**src/rtl/seq_det_ctrl_if.sv**
```systemverilog
// Word-in / result-out handshake bundle for seq_det_ctrl.
// master = environment side, slave = controller side.
interface seq_det_ctrl_if #(
   parameter int WIDTH = 8,
   parameter int CW    = $clog2(WIDTH + 1)
);
   logic             word_valid;
   logic [WIDTH-1:0] word_data;
   logic             word_ready;
   logic             res_valid;
   logic [CW-1:0]    res_count;
   logic             res_ready;

   modport master (
      output word_valid, word_data, res_ready,
      input  word_ready, res_valid, res_count
   );

   modport slave (
      input  word_valid, word_data, res_ready,
      output word_ready, res_valid, res_count
   );
endinterface

```
**src/rtl/seq_det_ctrl.sv**
```systemverilog
// Serializes parallel words MSB-first into an external sequence detector and counts its hits per word.
// Optional macro SEQ_DET_CLR_BETWEEN_WORDS_EN: one-cycle detector clear (CLR state) before every word.
module seq_det_ctrl #(
   parameter int WIDTH = 8,
   parameter int CW    = $clog2(WIDTH + 1)
) (
   input  logic           clk,
   input  logic           reset,
   seq_det_ctrl_if.slave  bus,
   output logic           det_in_bit,
   output logic           det_reset,
   input  logic           det_detected,
   output logic [15:0]    total_count,
   output logic           busy
);

   localparam int IW = $clog2(WIDTH);
   localparam logic [IW-1:0] LAST_IDX = IW'(WIDTH - 1);

   typedef enum logic [2:0] {
      IDLE,
`ifdef SEQ_DET_CLR_BETWEEN_WORDS_EN
      CLR,
`endif
      SHIFT,
      DRAIN,
      DONE
   } state_t;

   state_t           state, state_n;
   logic [IW-1:0]    idx, idx_n;
   logic [WIDTH-1:0] shreg, shreg_n;
   logic [CW-1:0]    res_count, res_count_n;
   logic [15:0]      total_n;
   logic [16:0]      total_sum;
   logic [IW-1:0]    bit_sel;

   always_ff @(posedge clk or negedge reset) begin
      if (!reset) begin
         state       <= IDLE;
         idx         <= '0;
         shreg       <= '0;
         res_count   <= '0;
         total_count <= '0;
      end else begin
         state       <= state_n;
         idx         <= idx_n;
         shreg       <= shreg_n;
         res_count   <= res_count_n;
         total_count <= total_n;
      end
   end

   always_comb begin
      state_n     = state;
      idx_n       = idx;
      shreg_n     = shreg;
      res_count_n = res_count;
      total_n     = total_count;
      total_sum   = '0;

      case (state)
         IDLE: begin
            if (bus.word_valid) begin
               shreg_n     = bus.word_data;
               idx_n       = '0;
               res_count_n = '0;
`ifdef SEQ_DET_CLR_BETWEEN_WORDS_EN
               state_n     = CLR;
`else
               state_n     = SHIFT;
`endif
            end
         end
`ifdef SEQ_DET_CLR_BETWEEN_WORDS_EN
         CLR: state_n = SHIFT;
`endif
         SHIFT: begin
            // Detector is Moore: the flag seen at idx 0 belongs to earlier history.
            if (idx != '0 && det_detected)
               res_count_n = res_count + CW'(1);
            if (idx == LAST_IDX)
               state_n = DRAIN;
            else
               idx_n = idx + IW'(1);
         end
         DRAIN: begin
            res_count_n = res_count + CW'(det_detected);
            total_sum   = {1'b0, total_count} + 17'(res_count_n);
            total_n     = total_sum[16] ? 16'hFFFF : total_sum[15:0];
            state_n     = DONE;
         end
         DONE: begin
            if (bus.res_ready)
               state_n = IDLE;
         end
         default: state_n = IDLE;
      endcase
   end

   assign bit_sel        = LAST_IDX - idx;
   assign det_in_bit     = (state == SHIFT) ? shreg[bit_sel] : shreg[0];
   assign bus.word_ready = (state == IDLE);
   assign bus.res_valid  = (state == DONE);
   assign bus.res_count  = res_count;
   assign busy           = (state != IDLE);

`ifdef SEQ_DET_CLR_BETWEEN_WORDS_EN
   assign det_reset = reset & (state != CLR);
`else
   assign det_reset = reset;
`endif

   a_count_range: assert property (@(posedge clk) disable iff (!reset)
      int'(res_count) <= WIDTH);

   a_result_hold: assert property (@(posedge clk) disable iff (!reset)
      (bus.res_valid && !bus.res_ready) |=> (bus.res_valid && $stable(res_count)));

endmodule

```
**src/flat_wrapper.sv**
```systemverilog
// flat-port wrapper written by rule: the top's interface ports become plain ports
module seq_det_ctrl_flat 
#(
   parameter int WIDTH = 8,
   parameter int CW    = $clog2(WIDTH + 1)
)
  (clk, reset, det_in_bit, det_reset, det_detected, total_count, busy, bus_word_valid, bus_word_data, bus_res_ready, bus_word_ready, bus_res_valid, bus_res_count);
  seq_det_ctrl_if #(.WIDTH(WIDTH), .CW(CW)) bus_i ();
  input  logic clk;
  input  logic reset;
  output logic det_in_bit;
  output logic det_reset;
  input  logic det_detected;
  output logic [15:0] total_count;
  output logic busy;
  input wire logic [$bits(bus_i.word_valid)-1:0] bus_word_valid;
  input wire logic [$bits(bus_i.word_data)-1:0] bus_word_data;
  input wire logic [$bits(bus_i.res_ready)-1:0] bus_res_ready;
  output wire logic [$bits(bus_i.word_ready)-1:0] bus_word_ready;
  output wire logic [$bits(bus_i.res_valid)-1:0] bus_res_valid;
  output wire logic [$bits(bus_i.res_count)-1:0] bus_res_count;
  assign bus_i.word_valid = bus_word_valid;
  assign bus_i.word_data = bus_word_data;
  assign bus_i.res_ready = bus_res_ready;
  assign bus_word_ready = bus_i.word_ready;
  assign bus_res_valid = bus_i.res_valid;
  assign bus_res_count = bus_i.res_count;
  seq_det_ctrl #(.WIDTH(WIDTH), .CW(CW)) u_core (.clk(clk), .reset(reset), .bus(bus_i), .det_in_bit(det_in_bit), .det_reset(det_reset), .det_detected(det_detected), .total_count(total_count), .busy(busy));
endmodule
```
**config.mk**
```make
export PLATFORM = sky130hd
export DESIGN_NAME = seq_det_ctrl_flat
export DESIGN_NICKNAME = d
export VERILOG_FILES = /design/src/rtl/seq_det_ctrl_if.sv /design/src/rtl/seq_det_ctrl.sv /design/src/flat_wrapper.sv
export SDC_FILE = /design/constraint.sdc
export NUM_CORES = 1
export LEC_CHECK = 0
export CAP_MARGIN = 20
export CORE_MARGIN = 2
export CORE_UTILIZATION = 52
export CTS_CLUSTER_SIZE = 28
export DETAILED_ROUTE_END_ITERATION = 7
export GPL_TIMING_DRIVEN = 0
export PLACE_DENSITY = 0.75
export SLEW_MARGIN = 15
export SYNTH_ARGS = -nofsm -noshare
export SYNTH_HDL_FRONTEND = slang
export SYNTH_SLANG_ARGS = --single-unit
```
**constraint.sdc**
```tcl
create_clock -name clk -period 2.8 [get_ports clk]
set_input_delay 0.56 -clock clk [delete_from_list [all_inputs] [get_ports clk]]
set_output_delay 0.56 -clock clk [all_outputs]
set_load 0.05 [all_outputs]
```
==> results of run 1 <==
-- kinds of logic (layout without fill, tap and decap cells) --
family,count (synthesis),after routing,synth area share
mux,17,17,0.100
flops,33,33,0.400
buf+inv,24,72,0.0514
xor+xnor,5,5,0.0212
compound gates,53,53,0.171
simple gates,54,54,0.156
fa+ha+maj,16,16,0.100
-- worst max-delay path, delay by kind of cell --
family | cells | cell delay (ns)
buf+inv | 2 | 0.48
compound gates | 1 | 0.24
simple gates | 2 | 0.37
fa+ha+maj | 3 | 0.92
mux | 1 | 0.32
-- through the flow --
| stage | worst slack [ns] | total power [mW] | instance area [sq um] |
|---|---|---|---|
| after floorplan | 0.0820 | 1.88 | 2070 |
| after global placement | -0.959 | 2.24 | 2500 |
| after detailed placement | -0.422 | 2.28 | 2490 |
| after CTS | -0.0263 | 2.69 | 2600 |
| after global routing | -0.00713 | 2.93 | 2650 |
| final | 0.0841 | 2.72 | 2650 |
-- cell usage in the layout, fill, tap and decap left out, drive strengths merged, types with 3 or more instances in the layout --
cell,n
nor3,4
nand4,4
xor2,3
o21ai,11
and3,3
a21oi,11
nor2,13
buf,7
clkdlybuf4s50,35
a22oi,5
mux2,10
clkbuf,10
a31oi,7
dfrtp,33
inv,18
mux2i,5
o2bb2ai,3
nand3,9
ha,15
nor2b,6
nand2,10
-- what timing repair did --
item	4_1_cts	5_1_grt
buffers inserted	0	3
resized for setup	2	5
setup endpoints to repair	8	13
pin swaps	0	1
-- layer usage --
| layer | GRT usage | share of wire | vias up |
|---|---|---|---|
| met5 | 0 | 0 | - |
| met4 | 0.0765 | 0.014 | 0 |
| met3 | 0.0541 | 0.045 | 8 |
| met2 | 0.338 | 0.46 | 51 |
| met1 | 0.299 | 0.48 | 812 |
| li1 | - | - | 840 |
-- worst max path at each step --
stage / end / cells after the start
after floorplan: u_core.total_count[14]$_DFFE_PN0N_ / 8
after global placement: det_reset / 3
after detailed placement: u_core.total_count[14]$_DFFE_PN0N_ / 9
after CTS: u_core.total_count[14]$_DFFE_PN0N_ / 9
after global routing: u_core.total_count[14]$_DFFE_PN0N_ / 9
final: u_core.total_count[14]$_DFFE_PN0N_ / 9
-- sequential cells by signal (all words and copies together) (netlist names) --
register	count
u_core.bus.res_count	4
u_core.idx	3
u_core.shreg	8
u_core.state	2
u_core.total_count	16
-- report_power, final --
group	total [mW]	internal (mW)	switching [mW]
logic	1.52	0.621	0.900
registers	0.794	0.630	0.163
clock network	0.409	0.222	0.186
-- area by class of cell --
type                       count  area (sq um)
buffer                         6          38.8
clock buffer                   7          96.3
clock inverter                 1          5.00
fill                         301          1090
inverter                      18          67.6
multi-input combinational    145          1170
sequential                    33           826
tap                           48          60.1
timing repair buffer          40           389
==> run metrics, run 1 <==
Synth warnings=0; Setup violations, final=0; Setup Skew=0.00661 ns; Die H=67.0 um; wire per inst=14.8 um; number of remaining DRC errors=0; std cell rows=22; final hold violations=0; hold slack=0.240 ns; number of clock sinks=33; vias in the first global route=1641; CTS tree=yes; Overflow after GRT=0; worst slew pin tran=0.520 ns; ANT nets after route=0; die footprint=4500 sq um; core box area=3740 sq um; Post-synth EDFFs=0; synthesized netlist net count=231; Synth top area share=0.400; RR Startpoint=u_core.bus.res_count[0]$_DFFE_PN0P_; Final Max Slew Viols=0; synthesized cell area=2070 sq um; setup tns final=0 ns; # hold bufs at CTS=0; layout cells sized above 1=0.156; clock latency on the worst-skew pair=0.29 ns; most frequent cells after synthesis=dfrtp_1 (33), inv_1 (18), ha_1 (15); reg2reg path depth=8; Avg Inst Size Synth=10.2 sq um; CP Class=input port to flop; drt first pass iters=4; Non-Filler Instances=298; Worst Path Required=2.98 ns; Slowest-stage cell, CP=clkdlybuf4s50_1; IO Port Bufs=37; global-route wire length before repair=7450 um; Core Util, Final=0.708; Final Cycle Share=0.970; CP max FO=7; Total GRT Usage=0.219; synthesized flop and latch total=33; clk slew on worst S/H paths=0.07 ns; crit path capture type=flop; Pleak=1.17 nW; Power per Cell Area=1030 nW/um^2; most frequent cell after synthesis=dfrtp_1; hold crit path type=input port to async pin; MaxCap Viol Count=0; R2R setup slack=0.29 ns; Worst Path Arrival=2.89 ns; status=completed; worst setup path start=det_detected; DR vias=1711; Initial Util=0.552; register area share after synthesis=0.400; Root Buffer=clkbuf_8; Slew HR=0.652; initial antenna violation count=0; die outline width=67.0 um; vias per inst=5.74; detailed placement HPWL=3080 um; Peak Freq=0.368 GHz; post-layout net count=278; gpl congestion=0.850; ANT cells=0; Peak VDD IR=0.640 mV; Critical Path, Cell by Cell=clkdlybuf4s50_1, ha_2, ha_4, inv_1, fa_1, nand2b_2, a21oi_4, nand4_1, mux2_1; post-layout min period=2.72 ns; H-Tree Depth=2; Synth area leader=dfrtp_1; Synth cell types=50; Synth area leaders=dfrtp_1 (40%), ha_1 (9.1%), mux2_2 (4.9%); largest net degree at the start of global routing=35; capturing point of the worst reg2reg path=u_core.total_count[14]$_DFFE_PN0N_; FFs w/ async S/R, synth=1.00; clock buffer depth=2; Iter 0 DRT Violations=114; Post-Place Cells=287; largest stage delay on the critical path=0.43 ns; Synth Flop Type=dfrtp_1; CTS buffer count=5; Ports=38; Setup crit start kind=input port; routed wire length=4410 um; Syn-to-layout area delta=28.1%; Post-Syn Instances=202
(Power assumes the default switching activity.)
==> inputs of run 2 (changes only) <==
--- a/config.mk
+++ b/config.mk
@@ -12,6 +12,7 @@
 export DETAILED_ROUTE_END_ITERATION = 7
 export GPL_TIMING_DRIVEN = 0
 export PLACE_DENSITY = 0.75
+export REMOVE_ABC_BUFFERS = 1
 export SLEW_MARGIN = 15
 export SYNTH_ARGS = -nofsm -noshare
 export SYNTH_HDL_FRONTEND = slang
==> run metrics, run 2 (synthesis gave the netlist of run 1 again) <==
status=completed; Iter 0 DRT Violations=97 (-15%); commonest non-fill, non-tap cells in the layout=clkdlybuf4s50_1 (35), dfrtp_1 (33), inv_1 (18), ha_1 (13), nor2_1 (12); CTS buffer count=5 (unchanged); Power per Cell Area=1030 nW/um^2 (about the same); top flop regs=u_core.total_count: 16 flops, u_core.shreg: 8 flops, u_core.bus.res_count: 4 flops; Final Instance Area=2610 sq um (-1.4%); IO Port Bufs=37 (unchanged); Syn-to-layout area delta=26.3%; Setup crit start kind=input port; crit path capture type=flop; number of clock sinks=33 (unchanged); CP Class=input port to flop; routing usage on met2=0.363 (+0.0248); layout cells sized above 1=0.144 (-0.0120); Pleak=1.15 nW (-1.7%); Initial Util=0.552 (unchanged); Overflow after GRT=0 (unchanged); RSZ-0062 raised after global routing=false; global-route wire length before repair=7540 um (+1.3%); drt first pass iters=4 (unchanged); Fill cells=305 (+1.3%); ANT nets after route=0 (unchanged); CTS tree=yes; die outline width=67.0 um (unchanged); Final Cycle Share=0.960 (-0.0102); max reg flops=16 (unchanged); met1 Resource Use GR=0.297 (-0.00151); Ports=38 (unchanged); clk slew on worst S/H paths=0.07 ns (about the same); Total GRT Usage=0.224 (+0.00481); std cell rows=22 (unchanged); Setup Skew=0.00690 ns (+0.000290 ns); # hold bufs at CTS=0 (unchanged); routed wire length=4370 um (-1.0%); vias per inst=5.73 (-0.17%); post-layout min period=2.69 ns (-0.0286 ns); Die H=67.0 um (unchanged); Worst Path Arrival=2.85 ns (-0.04 ns); Peak Freq=0.372 GHz (+1.1%); R2R setup slack=0.32 ns (+0.03 ns); Final WS setup=0.113 ns (+0.0286 ns); hold crit path type=input port to async pin; Final Max Slew Viols=0 (unchanged); Top Usage Layer GRT=met2; Worst Path Required=2.96 ns (-0.02 ns); DR vias=1668 (-2.5%); MaxCap Viol Count=0 (unchanged); largest net degree at the start of global routing=35 (unchanged); overall power=2.69 mW (-1.4%); Peak VDD IR=0.428 mV (-33%); wire per inst=15.0 um (+1.4%); Largest Register=u_core.total_count; initial antenna violation count=0 (unchanged); die footprint=4500 sq um (unchanged); pre-CTS WS=-0.419 ns (+0.00299 ns); number of remaining DRC errors=0 (unchanged); Root Buffer=clkbuf_8; worst slew pin tran=0.601 ns (+0.0817 ns); met3 usage=0.0507 (-0.00338); setup tns final=0 ns (unchanged); CP max FO=7 (unchanged); clock buffer depth=2 (unchanged); core box area=3740 sq um (unchanged); Setup violations, final=0 (unchanged); detailed placement HPWL=3170 um (+3.2%); commonest non-fill, non-tap cell in the layout=clkdlybuf4s50_1; clock latency on the worst-skew pair=0.28 ns (about the same); Area after DPL=2450 sq um (-1.6%); vias in the first global route=1645 (+0.24%); H-Tree Depth=2 (unchanged); post-layout net count=271 (-2.5%); ANT cells=0 (unchanged); final hold violations=0 (unchanged); Slew HR=0.599 (-0.0534); gpl congestion=0.833 (-2.1%)
==> run 2: changes by cell type in the layout (fill, tap and decap cells not counted), sizes merged <==
cell | previous run | this run
buf | 7 | 2
clkbuf | 10 | 8
==> run 2: per-stage QoR <==
stage               hold slack [ns]  utilization  cells
finish                        0.245        0.698    291
global route                  0.275        0.698    291
CTS                           0.361        0.686    289
detailed placement            0.495        0.655    281
global placement              0.486        0.657    281
floorplan                     0.264            -    196
==> run 2: final timing paths <==
kind	to	depth (start not counted)	from
worst max-delay path	u_core.total_count[14]$_DFFE_PN0N_	9	det_detected
worst min-delay path	u_core.bus.res_count[0]$_DFFE_PN0P_	1	reset
worst max register to register	u_core.total_count[14]$_DFFE_PN0N_	8	u_core.bus.res_count[0]$_DFFE_PN0P_
worst min register to register	u_core.shreg[2]$_DFFE_PN0P_	1	u_core.shreg[2]$_DFFE_PN0P_
max in group asynchronous	u_core.total_count[12]$_DFFE_PN0N_	1	reset
min in group clk	u_core.shreg[2]$_DFFE_PN0P_	1	u_core.shreg[2]$_DFFE_PN0P_
==> run 2: layout make-up <==
class | instances | area [sq um] | share of cell area
clock inverter | 1 | 5.00 | 0.00192
inverter | 18 | 67.6 | 0.0259
multi-input combinational | 145 | 1170 | 0.450
clock buffer | 7 | 96.3 | 0.0369
tap | 48 | 60.1 | 0.0230
timing repair buffer | 39 | 382 | 0.146
sequential | 33 | 826 | 0.316
==> run 2: power breakdown <==
group | internal, mW | switching (mW)
sequential | 0.630 | 0.177
combinational | 0.605 | 0.878
clock | 0.222 | 0.173
==> run 2: layer usage <==
layer  up-vias  part of all wire
li1        817                 -
met1       806              0.48
met2        41              0.48
met3         4             0.035
met4         0             0.011
met5         -                 0
==> run 2: timing repair <==
item / in CTS / in global routing
setup buffers: 0 / 2
setup endpoints to repair: 12 / 14
resized for setup: 3 / 6
pin swaps: 0 / 1
==> run 2: critical path, cell delays in order <==
cell	delay [ns]
clkdlybuf4s50_1	0.43
ha_2	0.22
ha_4	0.28
inv_1	0.06
fa_1	0.43
nand2b_4	0.18
a21oi_4	0.24
nand4_1	0.13
mux2_1	0.32
